## src/rtl/flash_rd_seq.sv

```systemverilog
// Read sequencer for a serial bit-addressed flash: one word request becomes DATA_W single-bit accesses.
// Latency: DATA_W*(WAIT_CYC+2) cycles from accept edge to rsp_valid rising.
// Backpressure: req_ready only in IDLE; the response is held in DONE until rsp_ready.
//
// Ports: clk/rst_res_n (async active-low); req_valid/req_ready/req_addr request side;
//        abort cancels a read in flight; ce0/addr/dout flash side;
//        rsp_valid/rsp_ready/rsp_data response side; busy = not IDLE.
module flash_rd_seq #(
    parameter int ADDR_W   = 3,
    parameter int DATA_W   = 8,
    parameter int WAIT_CYC = 2
) (
    input  logic              clk,
    input  logic              rst_res_n,
    input  logic              req_valid,
    output logic              req_ready,
    input  logic [ADDR_W-1:0] req_addr,
    input  logic              abort,
    output logic              ce0,
    output logic [ADDR_W-1:0] addr,
    input  logic              dout,
    output logic              rsp_valid,
    input  logic              rsp_ready,
    output logic [DATA_W-1:0] rsp_data,
    output logic              busy
);

    localparam int              IDX_W    = (DATA_W > 1) ? $clog2(DATA_W) : 1;
    localparam logic [IDX_W-1:0] LAST_IDX = IDX_W'(DATA_W - 1);
    localparam logic [3:0]       WAIT_LD  = 4'(WAIT_CYC);

    typedef enum logic [2:0] {
        ST_IDLE,
        ST_SETUP,
        ST_WAIT,
        ST_SAMPLE,
        ST_DONE
    } state_t;

    state_t              state_q,     state_d;
    logic [IDX_W-1:0]    bit_idx_q,   bit_idx_d;
    logic [3:0]          wait_cnt_q,  wait_cnt_d;
    logic [ADDR_W-1:0]   addr_q,      addr_d;
    logic [DATA_W-1:0]   rsp_data_q,  rsp_data_d;
    logic                ce0_q,       ce0_d;
    logic                rsp_valid_q, rsp_valid_d;
    logic                busy_q,      busy_d;
    logic                req_ready_q, req_ready_d;
    logic                in_access;

    // SETUP/WAIT/SAMPLE form one flash access window; abort only acts there.
    assign in_access = (state_q == ST_SETUP) || (state_q == ST_WAIT) ||
                       (state_q == ST_SAMPLE);

    always_comb begin
        state_d    = state_q;
        bit_idx_d  = bit_idx_q;
        wait_cnt_d = wait_cnt_q;
        addr_d     = addr_q;
        rsp_data_d = rsp_data_q;

        case (state_q)
            ST_IDLE: begin
                if (req_valid && req_ready_q) begin
                    addr_d     = req_addr;
                    bit_idx_d  = '0;
                    rsp_data_d = '0;
                    state_d    = ST_SETUP;
                end
            end
            ST_SETUP: begin
                wait_cnt_d = WAIT_LD;
                state_d    = (WAIT_CYC > 0) ? ST_WAIT : ST_SAMPLE;
            end
            ST_WAIT: begin
                // Counter enters at WAIT_CYC and leaves at 1, so WAIT spans exactly WAIT_CYC cycles.
                wait_cnt_d = wait_cnt_q - 4'd1;
                if (wait_cnt_q == 4'd1) begin
                    state_d = ST_SAMPLE;
                end
            end
            ST_SAMPLE: begin
                rsp_data_d[bit_idx_q] = dout;
                if (bit_idx_q == LAST_IDX) begin
                    state_d = ST_DONE;
                end else begin
                    bit_idx_d = bit_idx_q + 1'b1;
                    addr_d    = addr_q + 1'b1;  // natural wrap modulo 2**ADDR_W
                    state_d   = ST_SETUP;
                end
            end
            ST_DONE: begin
                if (rsp_ready) begin
                    state_d = ST_IDLE;
                end
            end
            default: state_d = ST_IDLE;
        endcase

        // Abort beats the SAMPLE transition: the bit under sample is not captured,
        // earlier bits stay in rsp_data.
        if (abort && in_access) begin
            state_d    = ST_IDLE;
            bit_idx_d  = bit_idx_q;
            addr_d     = addr_q;
            rsp_data_d = rsp_data_q;
        end

        // Outputs are registered from the next state so they line up with it.
        ce0_d       = (state_d == ST_SETUP) || (state_d == ST_WAIT) ||
                      (state_d == ST_SAMPLE);
        rsp_valid_d = (state_d == ST_DONE);
        busy_d      = (state_d != ST_IDLE);
        req_ready_d = (state_d == ST_IDLE);
    end

    always_ff @(posedge clk or negedge rst_res_n) begin
        if (!rst_res_n) begin
            state_q     <= ST_IDLE;
            bit_idx_q   <= '0;
            wait_cnt_q  <= '0;
            addr_q      <= '0;
            rsp_data_q  <= '0;
            ce0_q       <= 1'b0;
            rsp_valid_q <= 1'b0;
            busy_q      <= 1'b0;
            req_ready_q <= 1'b0;
        end else begin
            state_q     <= state_d;
            bit_idx_q   <= bit_idx_d;
            wait_cnt_q  <= wait_cnt_d;
            addr_q      <= addr_d;
            rsp_data_q  <= rsp_data_d;
            ce0_q       <= ce0_d;
            rsp_valid_q <= rsp_valid_d;
            busy_q      <= busy_d;
            req_ready_q <= req_ready_d;
        end
    end

    assign req_ready = req_ready_q;
    assign ce0       = ce0_q;
    assign addr      = addr_q;
    assign rsp_valid = rsp_valid_q;
    assign rsp_data  = rsp_data_q;
    assign busy      = busy_q;

endmodule

```

## config.mk

```make
export PLATFORM = sky130hd
export DESIGN_NAME = flash_rd_seq
export DESIGN_NICKNAME = d
export VERILOG_FILES = /design/src/rtl/flash_rd_seq.sv
export SDC_FILE = /design/constraint.sdc
export NUM_CORES = 1
export LEC_CHECK = 0
export ABC_AREA = 1
export CORE_MARGIN = 2
export CORE_UTILIZATION = 25
export DETAILED_ROUTE_END_ITERATION = 12
export DONT_BUFFER_PORTS = 1
export GPL_ROUTABILITY_DRIVEN = 1
export PLACE_DENSITY = 0.4
export REMOVE_ABC_BUFFERS = 1
export SETUP_SLACK_MARGIN = 0.1
export SLEW_MARGIN = 20
export SYNTH_ARGS = -nofsm -noshare
export SYNTH_HDL_FRONTEND = slang
export SYNTH_SLANG_ARGS = --single-unit
```

## constraint.sdc

```tcl
create_clock -name clk -period 1.27 [get_ports clk]
set_input_delay 0.254 -clock clk [delete_from_list [all_inputs] [get_ports clk]]
set_output_delay 0.254 -clock clk [all_outputs]
set_load 0.01 [all_outputs]
```

==> results by group <==
Synthesis
  • Syn Inst Count: 175
  • Most common cell in the netlist: nand2_1
  • Post-synthesis sequential area ratio: 47.5%
  • Area contributors post-synth: dfrtp_1 (47%), nand2_1 (21%), inv_1 (7.4%)
  • Area of the mapped netlist: 0.00132 mm2
  • Cell variety after synth: 19
  • Post-synthesis async set-or-reset flop share: 100%
  • Cell taking the most area after synthesis: dfrtp_1
  • Post-synth EDFFs: 0
  • Yosys Warn Count: 0
  • Syn Area/Cell: 7.53 um2
  • Synth cell count leaders: nand2_1 (75), inv_1 (26), dfrtp_1 (25)
  • Top FF cell, synth: dfrtp_1
  • Area fraction of the dominant cell type after synthesis: 47.5%
  • Seq cells post-synth: 25

Pwr
  • Clock Power Share: 15.5%
  • Switching power: 1.22 mW
  • Peak VDD IR: 0.000484 V
  • Power share of the sequential group: 38.1%
  • Internal power: 1.88 mW
  • Part of the power in combinational logic: 46.4%
  • Switching Share: 39.3%
  • Leakage: 0.956 nW
  • Pwr dens: 1660 mW/mm2

Cells and area
  • Ant diodes: 0
  • Fillers: 546
  • Share of layout cells above drive strength 1: 34.5%
  • Post-Layout Inst Area: 0.00187 mm2
  • Nets: 215
  • Area delta synth->final: 41.9%

Worst hold path
  • Hold endpoint: addr[2]$_DFFE_PN0P_
  • Hold path cells: 4
  • Type of the tightest min-delay check: input port to register
  • Hold Crit Start: req_addr[2]

Setup path
  • Crit end category: register
  • RR Startpoint: state_q[1]$_DFF_PN0_
  • CP max FO: 5
  • CP Class: register to register
  • Reg2Reg Depth: 9
  • R2R setup slack: -0.01 ns
  • Worst flop-to-flop path endpoint: addr[0]$_DFFE_PN0P_
  • Worst Path Required: 1.44 ns
  • Arr. time, crit path: 1.45 ns
  • CP Launch Type: register

Detailed routing
  • Antenna Violating Nets Remaining: 0
  • WL/cell: 10.9 um
  • Avg Vias per Cell: 4.16
  • Remaining DRCs: 0
  • Detailed Routing Iterations Pass 1: 2
  • 1st-iter DRT viols: 21
  • DR vias: 1122
  • Final WL: 2.95 mm

Clock tree
  • Clock Latency Late Sink: 0.27 ns
  • Clk root buf: clkbuf_8
  • Num CTS Buffers: 3
  • TritonCTS Sinks: 25
  • CTS tree: done
  • Htree depth: 1
  • Clock buffer depth: 2
  • Reg clk slew, reported paths: 0.09 ns

Timing
  • Worst setup margin: -0.0128 ns
  • Final count of hold timing violations: 0
  • Max_slew headroom: 74.3%
  • Fmax: 780 MHz
  • RSZ-0062 raised after global routing: true
  • Tcrit/Tclk final: 101%
  • Worst Tran Pin Value: 0.386 ns
  • Slew Limit Fails: 0
  • Final setup violation count: 11
  • Clock period minus final worst setup slack: 1.28 ns
  • Clock Skews: 0.00410 ns

Placed design
  • Placed Area: 0.00151 mm2
  • Hpwl dp: 2.11 mm
  • Port Buf Inserts: 0
  • Routability congestion estimate: 0.803
  • Place WS: -0.0819 ns

Die
  • Starting density of the core: 25.8%
  • Ports: 24
  • Std-Cell Rows: 26
  • Die X-Extent: 76.6 um
  • Die height: 76.6 um
  • Core area: 0.00511 mm2
  • Die ar.: 0.00587 mm2

Job
  • Max-cap viol count: 0

Global routing
  • Largest net degree at the start of global routing: 26
  • Number of global-route vias before repair: 1212
  • Antenna violations before repair: 0
  • Tot GR Track Use: 11.2%
  • Global-route wire length before repair: 5.31 mm
  • Total gr overflow: 0

Run status
  • Status: finished, violations left
  • Failing checks: negative setup slack
-- cells in the final DEF, fill, tap and decap left out, drive strengths merged --
| master | count |
|---|---|
| inv | 27 |
| dlygate4sd3 | 1 |
| nand3b | 1 |
| or2 | 1 |
| clkbuf | 4 |
| buf | 22 |
| dfrtp | 25 |
| nand3 | 15 |
| ha | 5 |
| nor3 | 1 |
| xnor2 | 1 |
| nor2 | 10 |
| nand2 | 77 |
| a21oi | 4 |
| o21ai | 6 |
-- kinds of logic after synthesis --
group / synth area share (%)
adder cells (fa/ha/maj): 4.75
buffers and inverters: 9.59
AO/OA/AOI/OAI: 4.08
XOR/XNOR: 0.665
flip-flops: 47.5
AND/OR/NAND/NOR: 33.4
-- per-stage QoR --
stage	util [%]	TNS (ns)	hold WS [ns]	total power, mW	std cells
6_report	36.6	-0.0875	0.205	3.10	270
5_1_grt	36.6	-1.21	0.196	3.39	270
3_5_place_dp	29.6	-0.842	-0.0408	2.20	257
2_1_floorplan	-	-0.473	-0.0416	1.77	173
4_1_cts	34.2	-0.665	0.188	2.94	268
3_3_place_gp	29.6	-0.400	-0.0408	2.19	257
-- cell type report --
class	instances	area [um2]	area share, %
multi-input combinational	121	746	39.9
sequential	25	629	33.7
timing repair buffer	23	255	13.7
inverter	27	106	5.69
tap	70	87.6	4.69
clock buffer	4	45.0	2.41
-- layer usage --
layer / wire length [um] / track usage (%)
met5: 0 / 0
met4: 29 / 3.82
met1: 1330 / 13.0
met3: 105 / 2.61
met2: 1490 / 20.2
-- flip-flops by register name, indices dropped and copies added, names as in the netlist --
signal / count
req_ready: 1
busy: 1
wait_cnt_q: 4
bit_idx_q: 3
rsp_data: 8
rsp_valid: 1
state_q: 3
ce0: 1
addr: 3
-- power by group through the flow --
stage               clock [mW]  sequential, mW  combinational (mW)
detailed placement           0            1.17                1.02
finish                   0.480            1.18                1.44
global route             0.548            1.22                1.63
global placement             0            1.17                1.01
floorplan                    0            1.17               0.602
CTS                      0.506            1.16                1.28
-- how the worst max path moves through the flow --
stage / from / end / slack [ns] / cells past startpoint
global placement: state_q[1]$_DFF_PN0_ / addr[0]$_DFFE_PN0P_ / -0.05 / 7
detailed placement: bit_idx_q[0]$_DFFE_PN0P_ / addr[0]$_DFFE_PN0P_ / -0.08 / 6
floorplan: bit_idx_q[0]$_DFFE_PN0P_ / addr[0]$_DFFE_PN0P_ / -0.07 / 6
finish: state_q[1]$_DFF_PN0_ / addr[0]$_DFFE_PN0P_ / -0.01 / 9
CTS: state_q[1]$_DFF_PN0_ / rsp_data[7]$_DFFE_PN0P_ / -0.06 / 7
global route: state_q[0]$_DFF_PN0_ / wait_cnt_q[3]$_DFFE_PN0P_ / -0.11 / 8
-- worst max-delay path: stages, from the launching register on --
cell and delay (ns):
dfrtp_2 0.45, nand2_2 0.08, nor2_4 0.15, buf_12 0.14, buf_8 0.10, inv_6 0.04
nand2_2 0.05, o21ai_2 0.05, nand3_1 0.06, nand2_1 0.06
-- timing repair --
item                       in CTS  in global routing
resized for setup              33                 32
pin swaps                      26                 14
hold buffers                    2                  0
setup endpoints to repair      23                 25
buffers inserted                5                  2
hold endpoints to repair       25                  0
(Power assumes the default switching activity.)
